<file path="src/rtl/decode_dispatch_queue.sv">
// Decode stage: buffers {pc, inst} from fetch in a small FIFO, decodes the head and dispatches to ROB/RS/LSB.
// Optional macro DEC_ILLEGAL_TRAP_EN: illegal heads dispatch to the ROB only, flagged on to_rob_illegal.
module decode_dispatch_queue #(
  parameter int ROB_WIDTH   = 4,
  parameter int QUEUE_WIDTH = 2,
  parameter int QUEUE_DEPTH = 4
) (
  input  logic                   clk_in,
  input  logic                   rst_in,
  input  logic                   rdy_in,
  input  logic                   clear,
  input  logic                   if_valid,
  input  logic [31:0]            if_pc,
  input  logic [31:0]            if_inst,
  output logic                   if_ready,
  input  logic                   rob_free,
  input  logic                   rs_free,
  input  logic                   lsb_free,
  output logic                   to_rs,
  output logic [5:0]             to_rs_op,
  output logic [4:0]             to_rs_rd,
  output logic [4:0]             to_rs_rs1,
  output logic [4:0]             to_rs_rs2,
  output logic [31:0]            to_rs_imm,
  output logic [31:0]            to_rs_pc,
  output logic [ROB_WIDTH-1:0]   to_rs_tag,
  output logic                   to_lsb,
  output logic [ROB_WIDTH-1:0]   to_lsb_tag,
  output logic                   to_rob,
`ifdef DEC_ILLEGAL_TRAP_EN
  output logic                   to_rob_illegal,
`endif
  output logic [QUEUE_WIDTH:0]   dec_count
);

  logic [QUEUE_WIDTH-1:0] head_reg, tail_reg;
  logic [QUEUE_WIDTH:0]   count_reg;
  logic [ROB_WIDTH-1:0]   tag_cnt_reg, tag_reg;
  logic                   rs_valid_reg, rob_valid_reg, lsb_valid_reg, illegal_reg;
  logic [5:0]             op_reg;
  logic [4:0]             rd_reg, rs1_reg, rs2_reg;
  logic [31:0]            imm_reg, pc_reg;

  logic [31:0] slot_pc   [QUEUE_DEPTH];
  logic [31:0] slot_inst [QUEUE_DEPTH];

  logic full, empty, enq, can_go, disp_legal, disp_ill, pop;

  assign full  = (count_reg == (QUEUE_WIDTH+1)'(QUEUE_DEPTH));
  assign empty = (count_reg == '0);
  assign enq   = if_valid & !full & rdy_in & !clear;

  // Storage slots carry no reset; only pointers and count define validity.
  generate
    for (genvar gi = 0; gi < QUEUE_DEPTH; gi++) begin : g_slot
      logic [31:0] pc_q, inst_q;
      always_ff @(posedge clk_in) begin
        if (enq && tail_reg == QUEUE_WIDTH'(gi)) begin
          pc_q   <= if_pc;
          inst_q <= if_inst;
        end
      end
      assign slot_pc[gi]   = pc_q;
      assign slot_inst[gi] = inst_q;
    end
  endgenerate

  logic [31:0] head_inst, head_pc;
  assign head_inst = slot_inst[head_reg];
  assign head_pc   = slot_pc[head_reg];

  logic [6:0]  opcode, funct7;
  logic [2:0]  funct3;
  logic        f7_zero, f7_alt;
  logic [31:0] imm_i, imm_sh, imm_s, imm_b, imm_j, imm_u;
  assign opcode  = head_inst[6:0];
  assign funct3  = head_inst[14:12];
  assign funct7  = head_inst[31:25];
  assign f7_zero = (funct7 == 7'h00);
  assign f7_alt  = (funct7 == 7'h20);
  assign imm_i   = {{20{head_inst[31]}}, head_inst[31:20]};
  assign imm_sh  = {27'b0, head_inst[24:20]};
  assign imm_s   = {{20{head_inst[31]}}, head_inst[31:25], head_inst[11:7]};
  assign imm_b   = {{19{head_inst[31]}}, head_inst[31], head_inst[7], head_inst[30:25], head_inst[11:8], 1'b0};
  assign imm_j   = {{11{head_inst[31]}}, head_inst[31], head_inst[19:12], head_inst[20], head_inst[30:21], 1'b0};
  assign imm_u   = {head_inst[31:12], 12'b0};

  logic [5:0]  dec_op;
  logic [31:0] dec_imm;
  logic        dec_legal, dec_mem;

  always_comb begin
    dec_op    = '0;
    dec_imm   = '0;
    dec_legal = 1'b0;
    dec_mem   = 1'b0;
    case (opcode)
      7'h33: begin
        dec_legal = f7_zero | (f7_alt & (funct3 == 3'd0 || funct3 == 3'd5));
        case (funct3)
          3'd0:    dec_op = f7_alt ? 6'h01 : 6'h00;
          3'd1:    dec_op = 6'h02;
          3'd2:    dec_op = 6'h03;
          3'd3:    dec_op = 6'h04;
          3'd4:    dec_op = 6'h05;
          3'd5:    dec_op = f7_alt ? 6'h07 : 6'h06;
          3'd6:    dec_op = 6'h08;
          default: dec_op = 6'h09;
        endcase
      end
      7'h13: begin
        dec_legal = 1'b1;
        dec_imm   = imm_i;
        case (funct3)
          3'd0: dec_op = 6'h0A;
          3'd2: dec_op = 6'h0B;
          3'd3: dec_op = 6'h0C;
          3'd4: dec_op = 6'h0D;
          3'd6: dec_op = 6'h0E;
          3'd7: dec_op = 6'h0F;
          3'd1: begin
            dec_op    = 6'h10;
            dec_imm   = imm_sh;
            dec_legal = f7_zero;
          end
          default: begin
            dec_op    = f7_alt ? 6'h12 : 6'h11;
            dec_imm   = imm_sh;
            dec_legal = f7_zero | f7_alt;
          end
        endcase
      end
      7'h03: begin
        dec_imm = imm_i;
        dec_mem = 1'b1;
        case (funct3)
          3'd0:    begin dec_op = 6'h13; dec_legal = 1'b1; end
          3'd1:    begin dec_op = 6'h14; dec_legal = 1'b1; end
          3'd2:    begin dec_op = 6'h15; dec_legal = 1'b1; end
          3'd4:    begin dec_op = 6'h16; dec_legal = 1'b1; end
          3'd5:    begin dec_op = 6'h17; dec_legal = 1'b1; end
          default: ;
        endcase
      end
      7'h23: begin
        dec_imm = imm_s;
        dec_mem = 1'b1;
        case (funct3)
          3'd0:    begin dec_op = 6'h18; dec_legal = 1'b1; end
          3'd1:    begin dec_op = 6'h19; dec_legal = 1'b1; end
          3'd2:    begin dec_op = 6'h1A; dec_legal = 1'b1; end
          default: ;
        endcase
      end
      7'h63: begin
        dec_imm = imm_b;
        case (funct3)
          3'd0:    begin dec_op = 6'h1B; dec_legal = 1'b1; end
          3'd1:    begin dec_op = 6'h1C; dec_legal = 1'b1; end
          3'd4:    begin dec_op = 6'h1D; dec_legal = 1'b1; end
          3'd5:    begin dec_op = 6'h1E; dec_legal = 1'b1; end
          3'd6:    begin dec_op = 6'h1F; dec_legal = 1'b1; end
          3'd7:    begin dec_op = 6'h20; dec_legal = 1'b1; end
          default: ;
        endcase
      end
      7'h6F: begin dec_op = 6'h21; dec_imm = imm_j; dec_legal = 1'b1; end
      7'h67: begin dec_op = 6'h22; dec_imm = imm_i; dec_legal = (funct3 == 3'd0); end
      7'h17: begin dec_op = 6'h23; dec_imm = imm_u; dec_legal = 1'b1; end
      7'h37: begin dec_op = 6'h24; dec_imm = imm_u; dec_legal = 1'b1; end
      default: ;
    endcase
  end

  assign can_go     = rdy_in & !clear & !empty;
  assign disp_legal = can_go & dec_legal & rob_free & rs_free & (!dec_mem | lsb_free);
`ifdef DEC_ILLEGAL_TRAP_EN
  assign disp_ill   = can_go & !dec_legal & rob_free;
  assign pop        = disp_legal | disp_ill;
`else
  // Illegal heads are discarded regardless of downstream free flags.
  assign disp_ill   = 1'b0;
  assign pop        = disp_legal | (can_go & !dec_legal);
`endif

  always_ff @(posedge clk_in or negedge rst_in) begin
    if (!rst_in) begin
      head_reg      <= '0;
      tail_reg      <= '0;
      count_reg     <= '0;
      tag_cnt_reg   <= '0;
      tag_reg       <= '0;
      rs_valid_reg  <= 1'b0;
      rob_valid_reg <= 1'b0;
      lsb_valid_reg <= 1'b0;
      illegal_reg   <= 1'b0;
      op_reg        <= '0;
      rd_reg        <= '0;
      rs1_reg       <= '0;
      rs2_reg       <= '0;
      imm_reg       <= '0;
      pc_reg        <= '0;
    end else if (rdy_in) begin
      if (clear) begin
        head_reg      <= '0;
        tail_reg      <= '0;
        count_reg     <= '0;
        tag_cnt_reg   <= '0;
        rs_valid_reg  <= 1'b0;
        rob_valid_reg <= 1'b0;
        lsb_valid_reg <= 1'b0;
        illegal_reg   <= 1'b0;
      end else begin
        if (enq) tail_reg <= tail_reg + 1'b1;
        if (pop) head_reg <= head_reg + 1'b1;
        if (enq && !pop)      count_reg <= count_reg + 1'b1;
        else if (!enq && pop) count_reg <= count_reg - 1'b1;
        rs_valid_reg  <= disp_legal;
        rob_valid_reg <= disp_legal | disp_ill;
        lsb_valid_reg <= disp_legal & dec_mem;
        illegal_reg   <= disp_ill;
        if (disp_legal || disp_ill) begin
          op_reg      <= disp_legal ? dec_op : 6'h00;
          imm_reg     <= disp_legal ? dec_imm : 32'h0;
          rd_reg      <= head_inst[11:7];
          rs1_reg     <= head_inst[19:15];
          rs2_reg     <= head_inst[24:20];
          pc_reg      <= head_pc;
          tag_reg     <= tag_cnt_reg;
          tag_cnt_reg <= tag_cnt_reg + 1'b1;
        end
      end
    end
  end

  assign if_ready   = !full;
  assign dec_count  = count_reg;
  assign to_rs      = rs_valid_reg;
  assign to_rob     = rob_valid_reg;
  assign to_lsb     = lsb_valid_reg;
  assign to_rs_op   = op_reg;
  assign to_rs_rd   = rd_reg;
  assign to_rs_rs1  = rs1_reg;
  assign to_rs_rs2  = rs2_reg;
  assign to_rs_imm  = imm_reg;
  assign to_rs_pc   = pc_reg;
  assign to_rs_tag  = tag_reg;
  assign to_lsb_tag = tag_reg;
`ifdef DEC_ILLEGAL_TRAP_EN
  assign to_rob_illegal = illegal_reg;
`else
  logic unused_ok;
  assign unused_ok = illegal_reg;
`endif

endmodule

</file>
<file path="config.mk">
export PLATFORM = sky130hd
export DESIGN_NAME = decode_dispatch_queue
export DESIGN_NICKNAME = d
export VERILOG_FILES = /design/src/rtl/decode_dispatch_queue.sv
export SDC_FILE = /design/constraint.sdc
export NUM_CORES = 1
export LEC_CHECK = 0
export BUFFER_PORTS_ARGS = -buffer_cell sky130_fd_sc_hd__buf_2
export CAP_MARGIN = 20
export CORE_ASPECT_RATIO = 1.75
export CORE_MARGIN = 4
export CORE_UTILIZATION = 31
export DETAILED_ROUTE_END_ITERATION = 10
export SLEW_MARGIN = 5
export SYNTH_ARGS = -nofsm -noshare
export SYNTH_HDL_FRONTEND = slang
export SYNTH_SLANG_ARGS = --single-unit
export TNS_END_PERCENT = 1
</file>
<file path="constraint.sdc">
create_clock -name clk_in -period 7.2 [get_ports clk_in]
set_clock_uncertainty 0.2 [all_clocks]
set_input_delay 0 -clock clk_in [delete_from_list [all_inputs] [get_ports clk_in]]
set_output_delay 0 -clock clk_in [all_outputs]
set_load 0.01 [all_outputs]
</file>
==> impl_results.md <==
- Flip-flop cell with the highest count after synthesis: edfxtp_1
- RSZ-0062 raised after global routing: false
- Master cell of the clock root buffer: clkbuf_16
- Biggest cell delay along the critical path: 0.94 ns
- Worst-path cell with the longest stage delay: dfrtp_4
- Post-detailed-route count of antenna-violating nets: 0
- Largest area contributor in the netlist: edfxtp_1
- Starting density of the core: 31.3%
- Period minus WS final: 4.84 ns
- Post-Place Cells: 1525
- Type of the worst min-delay path: input pin to flip-flop
- Avg WL per Cell: 20.7 um
- Core outline area: 0.0452 mm^2
- Detailed-placement wirelength estimate: 22.3 mm
- CP top delay family: simple AND/OR/NAND/NOR gates
- Mean instance size in the synthesized netlist: 17.5 um^2
- Max-cap violations: 0
- Initial detailed-routing violation count: 549
- Number of H-tree levels: 2
- Final std cells w/o fill: 1667
- Post-CTS sizing: 0
- Clock latency of the later-clocked register in the worst-skew pair: 0.52 ns
- Last weighted congestion value of the routability-driven placer: 0.863
- Largest driver fanout on the critical path: 37
- DR vias/cell: 4.80
- Peak supply drop: 200 uV
- Number of antenna cells inserted: 0
- Pin count of the biggest net entering global routing: 133
- Critical path buffer and inverter count: 0
- Number of buffers between clock root and the deepest sink: 3
- Yosys reg bits: 358
- RR Startpoint: head_reg[0]$_DFFE_PN0P_
- Cell count along the critical path: 11
- Chain of cells forming the critical path: mux4_2, or4_1, nor3_1, and4bb_2, o41ai_4, a21boi_4, and2_1, fa_1, or2_2, mux2i_1, o221ai_1
- Worst EP arrival: 5.04 ns
- Register-to-register path setup slack: 2.36 ns
- Dominant cells by area after synthesis: edfxtp_1 (54%), dfrtp_1 (18%), mux4_2 (10%)
- Overall die width: 170 um
- Top-level I/O count: 172
- Leakage power summed over all cells: 0.00683 uW
- Port Buffer Count: 171
- Final-report max-slew violation count: 0
- First-pass GRT wire length: 52.5 mm
- Worst R2R End: dec_count[2]$_DFFE_PN0P_
- Highest routing layer actually used: met4
- Number of instances in the synthesized netlist: 812
- Number of distinct library cell variants in the gate-level netlist after synthesis: 62
- Number of global-route vias before repair: 8459
- Cell Area, Synth: 0.0142 mm^2
- Dominant cell by count in the synthesized netlist: edfxtp_1
- Post-route setup TNS: 0 ns
- Std cell rows: 103
- Number of synthesized flops with an enable pin: 256
- GRT Overall Usage: 14.0%
- Largest registers: g_slot.inst_q x128, g_slot.pc_q x128
- Maximum clock frequency: 206 MHz
- Sum of met3 wire segment lengths after detailed routing: 1.85 mm
- Vertical die dimension: 291 um
- M1 wire length: 13.2 mm
- Final-stage net count: 1142
- Antenna violations before repair: 5
- Total met2 wirelength after detailed routing: 18.6 mm
- Type of element capturing the critical path: flip-flop
- Result of the run: completed
- Worst slack on hold paths: 0.0310 ns
- Hold path endpoint: g_slot[2].inst_q[15]$_DFFE_PP_
- Number of clock sinks: 358
- Classification of the worst setup path: flip-flop to flip-flop
- Register clock-pin slew on the reported worst setup and hold paths: 0.07 ns
- Worst relative slew slack: 33.7%
- Wire length reported by the detailed router: 34.5 mm
- Clock tree from TritonCTS: built
- Number of cell instances on the worst register-to-register path: 11
- Total overflow reported by the global router: 0
- Share of async-settable or async-resettable flops after synthesis: 28.5%
- Yosys Warn Count: 0
- Area enclosed by the die boundary: 0.0493 mm^2
- Synth Net Count: 890
- Synth cell count leaders: edfxtp_1 (256), dfrtp_1 (102), nand2_1 (69)
- Share of synthesized area occupied by flip-flops and latches: 72.3%
- Number of filler cells placed in the layout: 4164
- Area delta synth->final: 24.0%
- Share of layout cells above drive strength 1: 30.6%
- Portion of synthesized cell area occupied by the leading cell type: 54.3%
- Final Hold Viols: 0
- Start point of the worst min-delay path: if_inst[15]
- Final setup viols: 0
- Total iterations of the first detailed-routing run: 4
- Pwr dens: 328 mW/mm^2
- Number of vias after detailed routing: 8006
- Final Cycle Share: 67.3%
- CTS Buf Count: 35
- Post-route DRC: 0
- Crit path required time: 7.39 ns
- Crit path launch type: flip-flop
- Actual transition at the worst max-transition pin: 0.986 ns
- Worst hold path depth: 2
- Post-layout total power: 5770 uW
[routing by layer]
metal / GRT usage, % / vias to the layer above
met2: 25.3 / 227
li1: - / 3656
met3: 2.54 / 59
met1: 16.7 / 4064
met4: 4.19 / 0
met5: 0 / -
[cell families (layout without fill, tap and decap cells)]
group,after synthesis,after routing,share of synthesized area [%]
adder cells (fa/ha/maj),6,6,0.583
flip-flops,358,358,72.3
AO/OA/AOI/OAI,124,124,5.44
XOR/XNOR,3,3,0.185
AND/OR/NAND/NOR,139,139,4.71
buffers and inverters,61,339,2.15
multiplexers,121,121,14.7
[cell type report]
class,instances,area (um^2),share of cell area (%)
timing repair buffer,259,1750,9.94
tap,577,722,4.11
clock inverter,15,124,0.705
sequential,358,10200,58.3
clock buffer,48,1020,5.79
multi-input combinational,393,3650,20.8
inverter,17,63.8,0.363
[how the worst max path moves through the flow]
stage                                 start                        to
global route        head_reg[0]$_DFFE_PN0P_  dec_count[2]$_DFFE_PN0P_
detailed placement  head_reg[0]$_DFFE_PN0P_  dec_count[2]$_DFFE_PN0P_
global placement    head_reg[0]$_DFFE_PN0P_  dec_count[2]$_DFFE_PN0P_
finish              head_reg[0]$_DFFE_PN0P_  dec_count[2]$_DFFE_PN0P_
CTS                 head_reg[0]$_DFFE_PN0P_  dec_count[2]$_DFFE_PN0P_
floorplan           head_reg[0]$_DFFE_PN0P_  dec_count[2]$_DFFE_PN0P_
[metrics by stage]
step	cell area, um^2	util, %	setup WS (ns)
after floorplan	14200	-	3.28
after global placement	15600	34.5	2.40
after detailed placement	15600	34.5	2.38
after CTS	17600	38.8	2.36
after global routing	17600	38.8	2.14
final	17600	38.8	2.36
[placed cells by master (no fill, tap or decap), types with 4 or more instances in the layout]
master | netlist | layout
mux2_1 | 34 | 34
nand3_1 | 5 | 5
dlygate4sd3_1 | 0 | 78
edfxtp_1 | 256 | 256
and2_1 | 13 | 9
dfrtp_1 | 102 | 100
clkinv_2 | 0 | 4
mux2_2 | 20 | 20
clkinv_1 | 0 | 7
clkbuf_1 | 20 | 6
and2_4 | 0 | 4
clkbuf_16 | 0 | 37
inv_1 | 16 | 16
nor2_1 | 18 | 18
a21oi_1 | 32 | 32
mux4_2 | 64 | 64
clkbuf_8 | 0 | 5
o22ai_1 | 4 | 4
nand2_1 | 69 | 69
o21ai_0 | 50 | 50
a22oi_1 | 7 | 7
nand2b_1 | 6 | 6
buf_4 | 5 | 9
ha_1 | 5 | 5
buf_2 | 9 | 170
nor3_1 | 6 | 6
[report_power, final]
group | internal (uW) | switching [uW]
Clock | 1060 | 760
Sequential | 2400 | 201
Combinational | 636 | 709
Total | 4100 | 1670
[repair_timing]
action                                 CTS  global route
hold buffers                            79             0
endpoints found under the hold margin  305             0
buffers inserted                         0             0
(Power assumes the default switching activity.)
